==> src/rtl/fp_special_pipe.sv <==
// Two-stage valid/ready pipeline that resolves IEEE-754 add/sub operand pairs
// involving zeros, infinities and NaNs, flagging pairs that need the real adder.
module fp_special_pipe #(
  parameter int EXP_W = 8,
  parameter int MAN_W = 23
) (
  input  logic                 clk,
  input  logic                 rst,
  input  logic                 in_valid,
  output logic                 in_ready,
  input  logic                 op,
  input  logic [EXP_W+MAN_W:0] a,
  input  logic [EXP_W+MAN_W:0] b,
  output logic                 out_valid,
  input  logic                 out_ready,
  output logic [EXP_W+MAN_W:0] out_result,
  output logic                 out_special,
  output logic                 out_invalid
);

  localparam int W = 1 + EXP_W + MAN_W;
  localparam logic [W-1:0] QUIET_BIT = {{(EXP_W+1){1'b0}}, 1'b1, {(MAN_W-1){1'b0}}};
  localparam logic [W-1:0] CANON_NAN = {1'b1, {EXP_W{1'b1}}, 1'b1, {(MAN_W-1){1'b0}}};

  typedef enum logic [2:0] {
    CLS_ZERO,
    CLS_SUB,
    CLS_INF,
    CLS_NAN,
    CLS_NORM
  } cls_t;

  function automatic cls_t classify(input logic [W-1:0] x);
    logic [EXP_W-1:0] e;
    logic [MAN_W-1:0] m;
    e = x[W-2:MAN_W];
    m = x[MAN_W-1:0];
    if (e == '0)      return (m == '0) ? CLS_ZERO : CLS_SUB;
    else if (&e)      return (m == '0) ? CLS_INF : CLS_NAN;
    else              return CLS_NORM;
  endfunction

  cls_t           w_clsA;
  cls_t           w_clsB;
  logic [W-1:0]   w_bEff;

  logic           r_s1Valid;
  logic [W-1:0]   r_s1A;
  logic [W-1:0]   r_s1B;
  cls_t           r_s1ClsA;
  cls_t           r_s1ClsB;

  logic           r_s2Valid;
  logic [W-1:0]   r_s2Result;
  logic           r_s2Special;
  logic           r_s2Invalid;

  logic           w_s1Load;
  logic           w_s2Load;

  logic           w_nanA, w_nanB, w_zeroA, w_zeroB, w_infA, w_infB;
  logic [MAN_W-2:0] w_payA, w_payB;
  logic [W-1:0]   w_res;
  logic           w_special;
  logic           w_canon;
  logic           w_invalid;

  // NaN signs are never touched by the subtract flip.
  assign w_clsA = classify(a);
  assign w_clsB = classify(b);
  assign w_bEff = (w_clsB == CLS_NAN) ? b : {b[W-1] ^ op, b[W-2:0]};

  assign w_s2Load = !r_s2Valid || out_ready;
  assign w_s1Load = !r_s1Valid || w_s2Load;
  assign in_ready = w_s1Load;

  always_ff @(posedge clk) begin
    if (rst) begin
      r_s1Valid <= 1'b0;
      r_s1A     <= '0;
      r_s1B     <= '0;
      r_s1ClsA  <= CLS_ZERO;
      r_s1ClsB  <= CLS_ZERO;
    end else if (w_s1Load) begin
      r_s1Valid <= in_valid;
      if (in_valid) begin
        r_s1A    <= a;
        r_s1B    <= w_bEff;
        r_s1ClsA <= w_clsA;
        r_s1ClsB <= w_clsB;
      end
    end
  end

  assign w_nanA  = (r_s1ClsA == CLS_NAN);
  assign w_nanB  = (r_s1ClsB == CLS_NAN);
  assign w_zeroA = (r_s1ClsA == CLS_ZERO);
  assign w_zeroB = (r_s1ClsB == CLS_ZERO);
  assign w_infA  = (r_s1ClsA == CLS_INF);
  assign w_infB  = (r_s1ClsB == CLS_INF);
  assign w_payA  = r_s1A[MAN_W-2:0];
  assign w_payB  = r_s1B[MAN_W-2:0];

  // Priority chain: first matching rule decides the result.
  always_comb begin
    w_res     = '0;
    w_special = 1'b1;
    w_canon   = 1'b0;
    if (w_nanA && w_nanB) begin
      if (w_payA > w_payB)      w_res = r_s1A | QUIET_BIT;
      else if (w_payB > w_payA) w_res = r_s1B | QUIET_BIT;
      else                      w_res = {r_s1A[W-1] & r_s1B[W-1], r_s1A[W-2:MAN_W], 1'b1, w_payA};
    end else if (w_zeroA && w_zeroB) begin
      w_res[W-1] = r_s1A[W-1] & r_s1B[W-1];
    end else if (w_zeroA || w_nanB) begin
      w_res = w_nanB ? (r_s1B | QUIET_BIT) : r_s1B;
    end else if (w_zeroB || w_nanA) begin
      w_res = w_nanA ? (r_s1A | QUIET_BIT) : r_s1A;
    end else if (w_infA) begin
      if (w_infB && (r_s1A[W-1] != r_s1B[W-1])) begin
        w_res   = CANON_NAN;
        w_canon = 1'b1;
      end else begin
        w_res = r_s1A;
      end
    end else if (w_infB) begin
      w_res = r_s1B;
    end else begin
      w_special = 1'b0;
    end
  end

  assign w_invalid = w_canon | (w_nanA & ~r_s1A[MAN_W-1]) | (w_nanB & ~r_s1B[MAN_W-1]);

  always_ff @(posedge clk) begin
    if (rst) begin
      r_s2Valid   <= 1'b0;
      r_s2Result  <= '0;
      r_s2Special <= 1'b0;
      r_s2Invalid <= 1'b0;
    end else if (w_s2Load) begin
      r_s2Valid   <= r_s1Valid;
      r_s2Result  <= r_s1Valid ? w_res : '0;
      r_s2Special <= r_s1Valid & w_special;
      r_s2Invalid <= r_s1Valid & w_invalid;
    end
  end

  assign out_valid   = r_s2Valid;
  assign out_result  = r_s2Result;
  assign out_special = r_s2Special;
  assign out_invalid = r_s2Invalid;

endmodule

==> config.mk <==
export PLATFORM = sky130hd
export DESIGN_NAME = fp_special_pipe
export DESIGN_NICKNAME = d
export VERILOG_FILES = /design/src/rtl/fp_special_pipe.sv
export SDC_FILE = /design/constraint.sdc
export NUM_CORES = 1
export LEC_CHECK = 0
export ABC_AREA = 1
export BUFFER_PORTS_ARGS = -buffer_cell sky130_fd_sc_hd__buf_2
export CAP_MARGIN = 40
export CORE_UTILIZATION = 61
export CTS_CLUSTER_SIZE = 8
export DETAILED_ROUTE_END_ITERATION = 10
export PLACE_DENSITY_LB_ADDON = 0.15
export SETUP_SLACK_MARGIN = 0.05
export SYNTH_ARGS = -nofsm -noshare
export SYNTH_HDL_FRONTEND = slang
export SYNTH_SLANG_ARGS = --single-unit
export TNS_END_PERCENT = 10
==> constraint.sdc <==
create_clock -name clk -period 3.1 [get_ports clk]
set_input_delay 0.31 -clock clk [delete_from_list [all_inputs] [get_ports clk]]
set_output_delay 0.31 -clock clk [all_outputs]
set_load 0.005 [all_outputs]
# Yosys cells after proc, flatten, opt, wreduce, memory -nomap -nowiden
# Cells that the tools add are included.
[word_totals] rom_bits=0 latchBits=0 input_bits=69 n_memories=0 elab_cells=79 ramBits=0 reg_bits=106 out_inout_bits=36
[op_classes] addsub=0 shifts=0 n_div=0 bitwise_logic=10 reduce_logical=18 order_cmp=2 multipliers=0 mux=34 n_eq_ne=6
[op_table] operator="2-to-1 mux 32 bit" count=10
[op_table] operator="zero test 23 bit" count=2
[op_table] operator="2-to-1 mux 23 bit" count=2
[op_table] operator="> comparator 22 bit" count=2
[op_table] operator="2-to-1 mux 31 bit" count=1
[op_table] operator="2-to-1 mux 1 bit" count=17
[op_table] operator="zero test 8 bit" count=2
[op_table] operator="AND reduction 8 bit" count=2
[op_table] operator="== test 3 x 2 -> 1 bit, second input constant" count=5
[op_table] operator="2-to-1 mux 3 bit" count=4
[op_table] operator="zero test 3 bit" count=2
[op_table] operator="bitwise AND 1 bit" count=5
[op_table] operator="logical OR 1 bit" count=4
[op_table] operator="logical AND 1 bit" count=3
[op_table] operator="zero test 1 bit" count=2
[op_table] operator="NOT 1 bit" count=2
[op_table] operator="OR 1 bit" count=2
[op_table] operator="AND reduction 2 bit" count=1
[op_table] operator="!= test 1 bit" count=1
[op_table] operator="XOR 1 bit" count=1

# Logic depth before layout (Yosys ltp)
# Gate-level depths: netlist (run 1).
[logic_depth] depth_word=11 mapped_depth=16 ltp_nobuf=15

# Worst setup path after synthesis (run 1)
# OpenSTA, ideal clock, no wires.
[synth_path] path_kind="register -> register" from="reg r_s1A[21]" to="reg r_s2Result[12] (netlist: out_result[12])" required_ns=2.957 synth_period_minus_slack_ns=1.908 path_slack_ns=1.192 arrival_ns=1.765 n_path_buf=1 path_stages_with_launch=15 setup_time_ns=0.143 cell_sequence="dfxtp_1 inv_1 ha_1 nand2_1 nor2_1 nand2_1 nor2_2 nand2_1 nand3_2 nand2_1 buf_2 nand2_1 nand3_1 nand2_1 a21oi_2"
[synth_between] elab_chain_len=5 elab_cells_between_ends=6 cone_classes="order compare (2); mux (4)"
[synth_rtl] element="start, declared" line_no="48" rtl="logic [W-1:0] r_s1A;"
[synth_rtl] element="start signal, assigned" line_no="80" rtl="r_s1A <= '0;"
[synth_rtl] element="start signal, assigned" line_no="87" rtl="r_s1A <= a;"
[synth_rtl] element="> comparator 22 bit" line_no="111" rtl="else if (w_payB > w_payA) w_res = r_s1B | QUIET_BIT;"
[synth_rtl] element="2-to-1 mux 32 bit" line_no="111"
[synth_rtl] element="2-to-1 mux 32 bit *" line_no="110" rtl="if (w_payA > w_payB) w_res = r_s1A | QUIET_BIT;"
[synth_rtl] element="2-to-1 mux 32 bit *" line_no="109" rtl="if (w_nanA && w_nanB) begin"
[synth_rtl] element="2-to-1 mux 32 bit *" line_no="143" rtl="r_s2Result <= r_s1Valid ? w_res : '0;"
[synth_rtl] element="end signal, assigned" line_no="143"
[synth_rtl] element="end, declared" line_no="54" rtl="logic [W-1:0] r_s2Result;"
# Every way passes the cells marked *; elsewhere a longest branch is shown, timed or not.
# A chain may end at the register's enable or synchronous reset.

# Worst setup path after layout (run 1)
[layout_path] from="reg r_s1A[19]" to="reg r_s2Result[27] (netlist: out_result[27])"
# Same word-level chain as after synthesis.

==> results of run 1 <==
power by group:
group          switching (mW)  leakage [nW]  internal, mW
logic                   0.438          1.99         0.221
clock network           0.473        0.0920         0.329
registers              0.0605         0.873          1.44
metrics by stage:
stage | power, mW | instance area [µm²] | worst slack (ps) | util (%)
after global routing | 3.097 | 6749 | 297.2 | 71.68
after detailed placement | 2.172 | 6579 | 617.6 | 69.87
final | 2.959 | 6749 | 565.8 | 71.68
after global placement | 2.149 | 6579 | 734.8 | 69.87
after CTS | 2.948 | 6749 | 601.8 | 71.68
after floorplan | 1.983 | 6040 | 1192 | -
cells in the mapped netlist:
cell type	n	area (µm²)
dfxtp_1	106	2122
nand4_1	7	43.79
a21oi_2	19	166.4
buf_12	2	40.04
and2_1	1	6.260
nand3_2	5	50.05
nor2_2	2	12.51
o21ai_0	82	410.4
inv_2	6	22.52
a211oi_1	2	15.01
o21bai_1	1	7.510
o21ai_1	3	15.01
and3_1	1	6.260
buf_4	7	52.55
o2111ai_1	1	8.760
nor2_1	33	123.9
a21o_1	1	7.510
o21ai_2	20	175.2
o22ai_1	2	12.51
buf_6	1	11.26
a31oi_1	2	12.51
inv_6	1	8.760
clkbuf_1	25	93.84
nor2_8	1	20.02
nor4_1	13	81.33
nand3b_1	1	7.510
buf_2	18	90.09
nand2_2	20	125.1
a21oi_1	92	460.4
nand3_1	74	370.4
o211ai_1	7	52.55
inv_1	86	322.8
nand2_4	2	22.52
ha_1	23	287.8
nand2_1	204	765.7
xor2_1	1	8.760
logic make-up after synthesis:
logic type / count (synthesis)
simple gates: 364
compound gates: 232
buf+inv: 146
flops: 106
fa+ha+maj: 23
xor+xnor: 1
state kept, by name, summed over array words and instances, names as in the netlist:
name,flops
out_special,1
out_valid,1
r_s1Valid,1
r_s1B,32
r_s1ClsA,3
r_s1ClsB,3
out_result,32
r_s1A,32
out_invalid,1
how the worst min path moves through the flow:
stage	startpoint	endpoint	slack, ps
2_1_floorplan	r_s1A[23]	r_s1A[23]	440
3_3_place_gp	out_result[27]	out_result[27]	450
3_5_place_dp	out_result[23]	out_result[23]	450
4_1_cts	a[31]	r_s1A[31]	170
5_1_grt	a[31]	r_s1A[31]	170
6_report	a[31]	r_s1A[31]	170
per-layer routing:
layer / track usage, % / vias to the layer above
li1: - / 3040
met1: 42.38 / 2815
met2: 57.17 / 283
met3: 7.108 / 37
met4: 13.82 / 0
met5: 0 / -
critical path, cell delays in order, from the launching register on:
cell and delay, ps:
dfxtp_1 380, inv_1 80, ha_1 300, nand2_1 60
nor2_1 170, nand2_1 120, nor2_2 160, nand2_1 110
nand3_2 290, nand2_1 120, buf_4 220, nand2_1 80
nand3_1 60, nand2_1 140, a21oi_1 80
cell type report:
type | count | area, µm²
Multi-Input combinational cell | 620 | 3288
Fill cell | 805 | 2666
Sequential cell | 106 | 2122
Timing Repair Buffer | 120 | 653.1
Inverter | 93 | 354.1
Tap cell | 129 | 161.4
Clock buffer | 12 | 155.1
Clock inverter | 3 | 15.01
==> flow_summary.json, run 1 <==
{
  "drive_gt1_share_pct": 22.33,
  "antenna_cells": 0,
  "p_per_area_nw_per_um2": 438.4,
  "timing.final.crit_share_pct": 81.75,
  "irDropWorstVdd_mv": 0.3047,
  "path_class": "reg -> reg",
  "synth_xor_area_share_pct": 0.1450,
  "avgSynthCellArea_um2": 6.926,
  "cts_tree": "built",
  "synth-seq-cells": 106,
  "clk_latency_ps": 390,
  "gp_congestion": 0.8842,
  "viasPerCell": 5.702,
  "power.leakage_nw": 2.957,
  "muxShareOfSynthArea_pct": 0,
  "vias": 6175,
  "synth_cells": 872,
  "syn_area_um2": 6040,
  "rsz0062_at_grt": "no",
  "dieHeight_um": 101.5,
  "grt_pass1_wl_um": 27190,
  "finalNonFillerCells": 1083,
  "worst-r2r-setup-slack_ps": 570,
  "slew_viol_final": 0,
  "die-area_um2": 10300,
  "critPathCaptureType": "register",
  "synth-compound-area-share_pct": 22.25,
  "fin_crit_ps": 2534,
  "critPathLaunchType": "register",
  "hold_viol_final": 0,
  "route.met3.wl_um": 1423,
  "totalWireLength_um": 16960,
  "seq_area_frac_synth_pct": 35.14,
  "slew_headroom_pct": 38.25,
  "r2r-end": "out_result[27]",
  "drt-initial-drc-count": 351,
  "clockBufferDepth": 2,
  "initial_utilization_pct": 64.15,
  "hold_ws_ps": 171.4,
  "grt_pass1_vias": 5897,
  "post_cts_buffers": 0,
  "syn-num-nets": 964,
  "io_buffer_count": 104,
  "ctsHoldBuffers": 0,
  "dp.cells": 1068,
  "htreeDepth": 3,
  "synthAdderAreaFrac_pct": 4.765,
  "wl_met2_um": 8005,
  "drt-met1-wl_um": 7195,
  "fin_nets": 1042,
  "mostFrequentLayoutCell": "nand2_1",
  "grt-ovfl-total": 0,
  "r2r_start": "r_s1A[19]",
  "ios": 105,
  "rows": 35,
  "antenna_left": 0,
  "cp_max_fo": 16,
  "core_um2": 9415,
  "antenna_found_initial": 0,
  "worst_pin_slew_ps": 925.2,
  "min_path_cells": 3,
  "fin_tns_setup_ps": 0,
  "clk_transition_reported_paths_ps": 90,
  "grt_usage_pct": 34.00,
  "cp-endpoint": "out_result[27]",
  "skew_ps": 14.68,
  "cts_buffers": 9,
  "clock.fmax_ghz": 0.3946,
  "cap_violations": 0,
  "required_ps": 3360,
  "wire_per_inst_um": 15.66,
  "syn2layout_area_growth_pct": 11.75,
  "post_cts_resized": 0,
  "die_x_um": 101.5,
  "crit_path_start": "r_s1A[19]",
  "hp-class": "in -> reg",
  "setup_viol": 0,
  "status": "finished clean",
  "root_buffer": "clkbuf_8",
  "layout_common_cells": "203 x nand2_1, 106 x dfxtp_1, 104 x buf_2",
  "topRoutingLayerUsed": "met4",
  "firstDrtPassIters": 5,
  "cp.arrival_ps": 2790,
  "synth_top_family_by_area": "simple AND/OR/NAND/NOR gates",
  "grt_max_degree": 73,
  "cts.sinks": 106,
  "reg2regPathDepth": 14,
  "yosys.area_share.simple_pct": 27.08,
  "dp_hpwl_um": 11960,
  "drc": 0,
  "yosysWarnings": 0,
  "synth_cell_types": 36
}
Power figures use the tool's default switching activity.
==> inputs of run 2 (changes only) <==
- CORE_UTILIZATION: 61 -> 51
- clock period: 3.1 -> 2.3 ns (I/O delays scaled with it)
==> run 2 against run 1 <==
Via count is 0.76% lower. Count of clock-buffer cells in the layout down 1. Flip-flop and latch count unchanged. Maximum frequency rose by 21%. Largest power group unchanged. Highest routed layer unchanged.
==> flow_summary.json, run 2 (synthesis results as in run 1) <==
{
  "cp_cell_sequence": "inv_1 > ha_1 > nand2_1 > nor2_2 > nand2_1 > nand3_1 > nand2_1 > nand3_2 > nand2_1 > buf_4 > nand2_1 > nand3_1 > nand2_1 > a21oi_2",
  "viasPerCell": 5.531,
  "syn2layout_area_growth_pct": 16.49,
  "dp_hpwl_um": 11930,
  "setup_viol": 0,
  "firstDrtPassIters": 5,
  "skew_ps": 8.345,
  "clockBufferDepth": 2,
  "grt-ovfl-total": 0,
  "critPathLaunchType": "register",
  "antenna_found_initial": 0,
  "root_buffer": "clkbuf_16",
  "drc": 0,
  "hold_path_startpoint": "a[0]",
  "io_buffer_count": 104,
  "die_x_um": 110.8,
  "hold_viol_final": 0,
  "finish.utilization_pct": 61.35,
  "fin_crit_ps": 2087,
  "cts.sinks": 106,
  "clk_latency_ps": 360,
  "grt_usage_pct": 27.75,
  "drive_gt1_share_pct": 24.97,
  "r2r_start": "r_s1A[5]",
  "initial_utilization_pct": 52.67,
  "totalWireLength_um": 16730,
  "rsz0062_at_grt": "no",
  "min_to": "r_s1A[0]",
  "cap_violations": 0,
  "mostFrequentLayoutCell": "nand2_1",
  "clk_transition_reported_paths_ps": 70,
  "ctsHoldBuffers": 0,
  "hp-class": "in -> reg",
  "p_per_area_nw_per_um2": 625.1,
  "status": "finished clean",
  "crit_top_cell": "nand2_1",
  "cts_tree": "built",
  "path_delay_family": "simple AND/OR/NAND/NOR gates",
  "r2r-end": "out_result[9]",
  "cts_buffers": 9,
  "fill_cells": 1141,
  "grt_pass1_vias": 5581,
  "irDropWorstVdd_mv": 0.3933,
  "crit_slowest_cell": "dfxtp_1",
  "antenna_cells": 0,
  "reg2regPathDepth": 14,
  "vias": 6128,
  "cp_max_fo": 12,
  "ios": 105,
  "grt_max_degree": 66,
  "post_cts_buffers": 0,
  "hold_ws_ps": 150.1,
  "path_class": "reg -> reg",
  "die-area_um2": 12280,
  "clock.fmax_ghz": 0.4791,
  "antenna_left": 0,
  "critPathCaptureType": "register",
  "worst-r2r-setup-slack_ps": 210,
  "gp_congestion": 0.8425,
  "slowest_delay_ps": 380,
  "power.leakage_nw": 3.065,
  "critical_path_buf_inv_count": 2,
  "worst_pin_slew_ps": 627.9,
  "layout_common_cells": "202 x nand2_1, 104 x buf_2, 94 x dfxtp_1",
  "slew_viol_final": 0,
  "dieHeight_um": 110.8,
  "worst_slack_ps": 212.7,
  "post-place-ws_ps": 98.25,
  "rows": 39,
  "slew_headroom_pct": 58.14,
  "drt-initial-drc-count": 387,
  "required_ps": 2520,
  "total_power_mw": 4.398,
  "fin_tns_setup_ps": 0,
  "cp.arrival_ps": 2300,
  "htreeDepth": 3,
  "timing.final.crit_share_pct": 90.75,
  "wire_per_inst_um": 15.10,
  "min_path_cells": 3,
  "fin_nets": 1052,
  "post_cts_resized": 0,
  "core_um2": 11470,
  "grt_pass1_wl_um": 27580
}
[run 2: cell count changes in the layout (fill, tap and decap cells not counted), moves of 2 or more]
cell and delta:
clkbuf_16 +9, dfxtp_1 -12, nor2_4 +2, clkinvlp_4 +2, dfxtp_2 +12, buf_4 +5
clkbuf_8 -10, nor2_1 -4, nor2_2 +2, buf_12 +4
[run 2: stage by stage]
| stage | cell area [µm²] | std cells |
|---|---|---|
| floorplan | 6040 | 872 |
| global placement | 6721 | 1092 |
| detailed placement | 6721 | 1092 |
| CTS | 6994 | 1108 |
| global route | 7036 | 1108 |
| finish | 7036 | 1108 |
[run 2: worst reg2reg max path: stages (launching register included)]
cell,delay (ps)
dfxtp_1,380
inv_1,80
ha_1,320
nand2_1,70
nor2_2,130
nand2_1,60
nand3_1,110
nand2_1,100
nand3_2,110
nand2_1,90
buf_4,200
nand2_1,70
nand3_1,70
nand2_1,100
a21oi_2,60
[run 2: final cells by class]
cell class	count	area (µm²)	area share (%)
sequential	106	2137	30.38
timing repair buffer	130	782.0	11.12
clock inverter	5	30.03	0.4268
multi-input combinational	620	3311	47.06
inverter	93	354.1	5.033
tap	143	178.9	2.543
clock buffer	11	242.7	3.450
[run 2: power breakdown]
part	internal (mW)	total [mW]	leakage, nW	switching, mW
Clock	0.759	1.44	0.131	0.681
Combinational	0.336	0.941	2.06	0.604
Sequential	1.94	2.02	0.876	0.0777
[run 2: layer usage]
metal | global-route usage [%] | wire length, µm
met1 | 38.55 | 7959
met4 | 9.778 | 347
met5 | 0 | 0
met2 | 44.02 | 7418
met3 | 3.773 | 1001
[run 2: how the worst max path moves through the flow]
stage                           to      start  cells past startpoint  slack, ps
detailed placement  out_result[19]  r_s1A[21]                     14        100
floorplan           out_result[12]  r_s1A[21]                     14        390
CTS                 out_result[21]  r_s1A[21]                     14         70
global route         out_result[1]   r_s1A[5]                     14         60
finish               out_result[9]   r_s1A[5]                     14        210
global placement    out_result[21]  r_s1A[20]                     14        190
==> inputs of run 3 (changes only) <==
- PLACE_DENSITY_LB_ADDON: 0.15 -> 0.25
==> run 3 against run 2 <==
Power up 2.4%. Count of clock-buffer cells in the layout fell by 1. Maximum frequency is 1.3% lower. Clock skew is 3.0 ps lower. Cell area decreased by 0.25%.
==> flow_summary.json, run 3 (synthesis results as in run 1) <==
{
  "status": "finished clean",
  "r2r-end": "out_result[1]",
  "clockBufferDepth": 2,
  "io_buffer_count": 104,
  "ctsHoldBuffers": 0,
  "worst_pin_slew_ps": 623.0,
  "drt-initial-drc-count": 516,
  "fin_nets": 1052,
  "fin_crit_ps": 2115,
  "cts_buffers": 9,
  "antenna_found_initial": 0,
  "vias": 6044,
  "clk_latency_ps": 350,
  "grt_pass1_wl_um": 27520,
  "worst-r2r-setup-slack_ps": 180,
  "grt-ovfl-total": 0,
  "antenna_cells": 0,
  "timing.final.crit_share_pct": 91.97,
  "rows": 39,
  "skew_ps": 5.320,
  "grt_use_met3_pct": 5.030,
  "hp-class": "in -> reg",
  "slowest_delay_ps": 340,
  "grt_pass1_vias": 5567,
  "die_x_um": 110.8,
  "slew_headroom_pct": 58.47,
  "required_ps": 2510,
  "cts.sinks": 106,
  "r2r_start": "r_s1A[13]",
  "total_power_mw": 4.503,
  "grt_max_degree": 66,
  "critPathLaunchType": "register",
  "hold_viol_final": 0,
  "grt_usage_pct": 27.76,
  "cp.arrival_ps": 2330,
  "cp_max_fo": 8,
  "core_um2": 11470,
  "reg2regPathDepth": 14,
  "top_usage_layer": "met2",
  "path_class": "reg -> reg",
  "clk_transition_reported_paths_ps": 70,
  "power.leakage_nw": 3.070,
  "totalWireLength_um": 16890,
  "crit_slowest_cell": "dfxtp_2",
  "crit_top_cell": "nand2_1",
  "die-area_um2": 12280,
  "stdcell_area_um2": 7018,
  "initial_utilization_pct": 52.67,
  "wire_per_inst_um": 15.26,
  "mostFrequentLayoutCell": "nand2_1",
  "p_per_area_nw_per_um2": 641.7,
  "cts_tree": "built",
  "layout_common_cells": "202 x nand2_1, 104 x buf_2, 99 x dfxtp_1",
  "antenna_left": 0,
  "dp_hpwl_um": 11740,
  "firstDrtPassIters": 5,
  "fin_tns_setup_ps": 0,
  "gp_congestion": 0.8722,
  "setup_viol": 0,
  "slew_viol_final": 0,
  "hold_path_startpoint": "a[31]",
  "place_area_um2": 6681,
  "crit_path_start": "r_s1A[13]",
  "htreeDepth": 3,
  "min_path_cells": 3,
  "critPathCaptureType": "register",
  "viasPerCell": 5.460,
  "grt_util_met2_pct": 44.22,
  "syn2layout_area_growth_pct": 16.20,
  "cap_violations": 0,
  "drc": 0,
  "cp_cell_sequence": "inv_1 > ha_1 > nand2_1 > nor2_1 > nand2_1 > nor2_2 > nand2_1 > nand3_2 > nand2_2 > buf_4 > nand2_1 > nand3_1 > nand2_1 > a21oi_1",
  "min_to": "r_s1A[31]",
  "clock.fmax_ghz": 0.4727,
  "drive_gt1_share_pct": 24.27,
  "hold_ws_ps": 140.8,
  "rsz0062_at_grt": "no",
  "dieHeight_um": 110.8,
  "root_buffer": "clkbuf_16",
  "grt_use_met1_pct": 37.58,
  "ios": 105,
  "irDropWorstVdd_mv": 0.4850
}
[run 3: worst max-delay path by stage]
| stage | slack (ps) | end | depth (start not counted) |
|---|---|---|---|
| 2_1_floorplan | 390 | out_result[12] | 14 |
| 3_3_place_gp | 210 | out_result[23] | 14 |
| 3_5_place_dp | 160 | out_result[23] | 14 |
| 4_1_cts | 130 | out_result[23] | 14 |
| 5_1_grt | 60 | out_result[28] | 13 |
| 6_report | 180 | out_result[1] | 14 |
[run 3: power by group]
| part | total [mW] | switching [mW] | leakage (nW) | internal [mW] |
|---|---|---|---|---|
| clock network | 1.54 | 0.680 | 0.140 | 0.864 |
| logic | 0.945 | 0.606 | 2.06 | 0.339 |
| registers | 2.01 | 0.0763 | 0.875 | 1.94 |
| total | 4.50 | 1.36 | 3.07 | 3.14 |
[run 3: routing by layer]
metal	up-vias	wire length [µm]	share of wire, %
met5	-	0	0
met4	0	395	2.3
met1	2724	7739	46
met2	227	7599	45
li1	3059	-	-
met3	34	1157	6.9
[run 3: per-stage QoR]
step                utilization [%]  setup slack (ps)  cells
finish                        61.20             184.7   1107
detailed placement            58.27             156.4   1090
floorplan                         -             391.9    872
global route                  61.20             56.19   1107
global placement              58.27             206.8   1090
CTS                           60.83             126.3   1105
[run 3: repair_timing]
action / in CTS / in global routing
setup endpoints to repair: 0 / 31
buffers inserted: 0 / 1
gates resized for setup: 0 / 15
[run 3: worst max-delay path, delay by kind of cell, from the launching register on]
kind            cells  cell delay (ps)
simple gates       10             1020
flops               1              340
fa+ha+maj           1              290
buf+inv             2              260
compound gates      1               60
[run 3: final cells by class]
class	instances	area, µm²
inverter	93	354.1
clock buffer	10	239.0
timing repair buffer	130	764.5
multi-input combinational	620	3296
clock inverter	5	55.05
fill	1070	4449
tap	143	178.9
sequential	106	2131
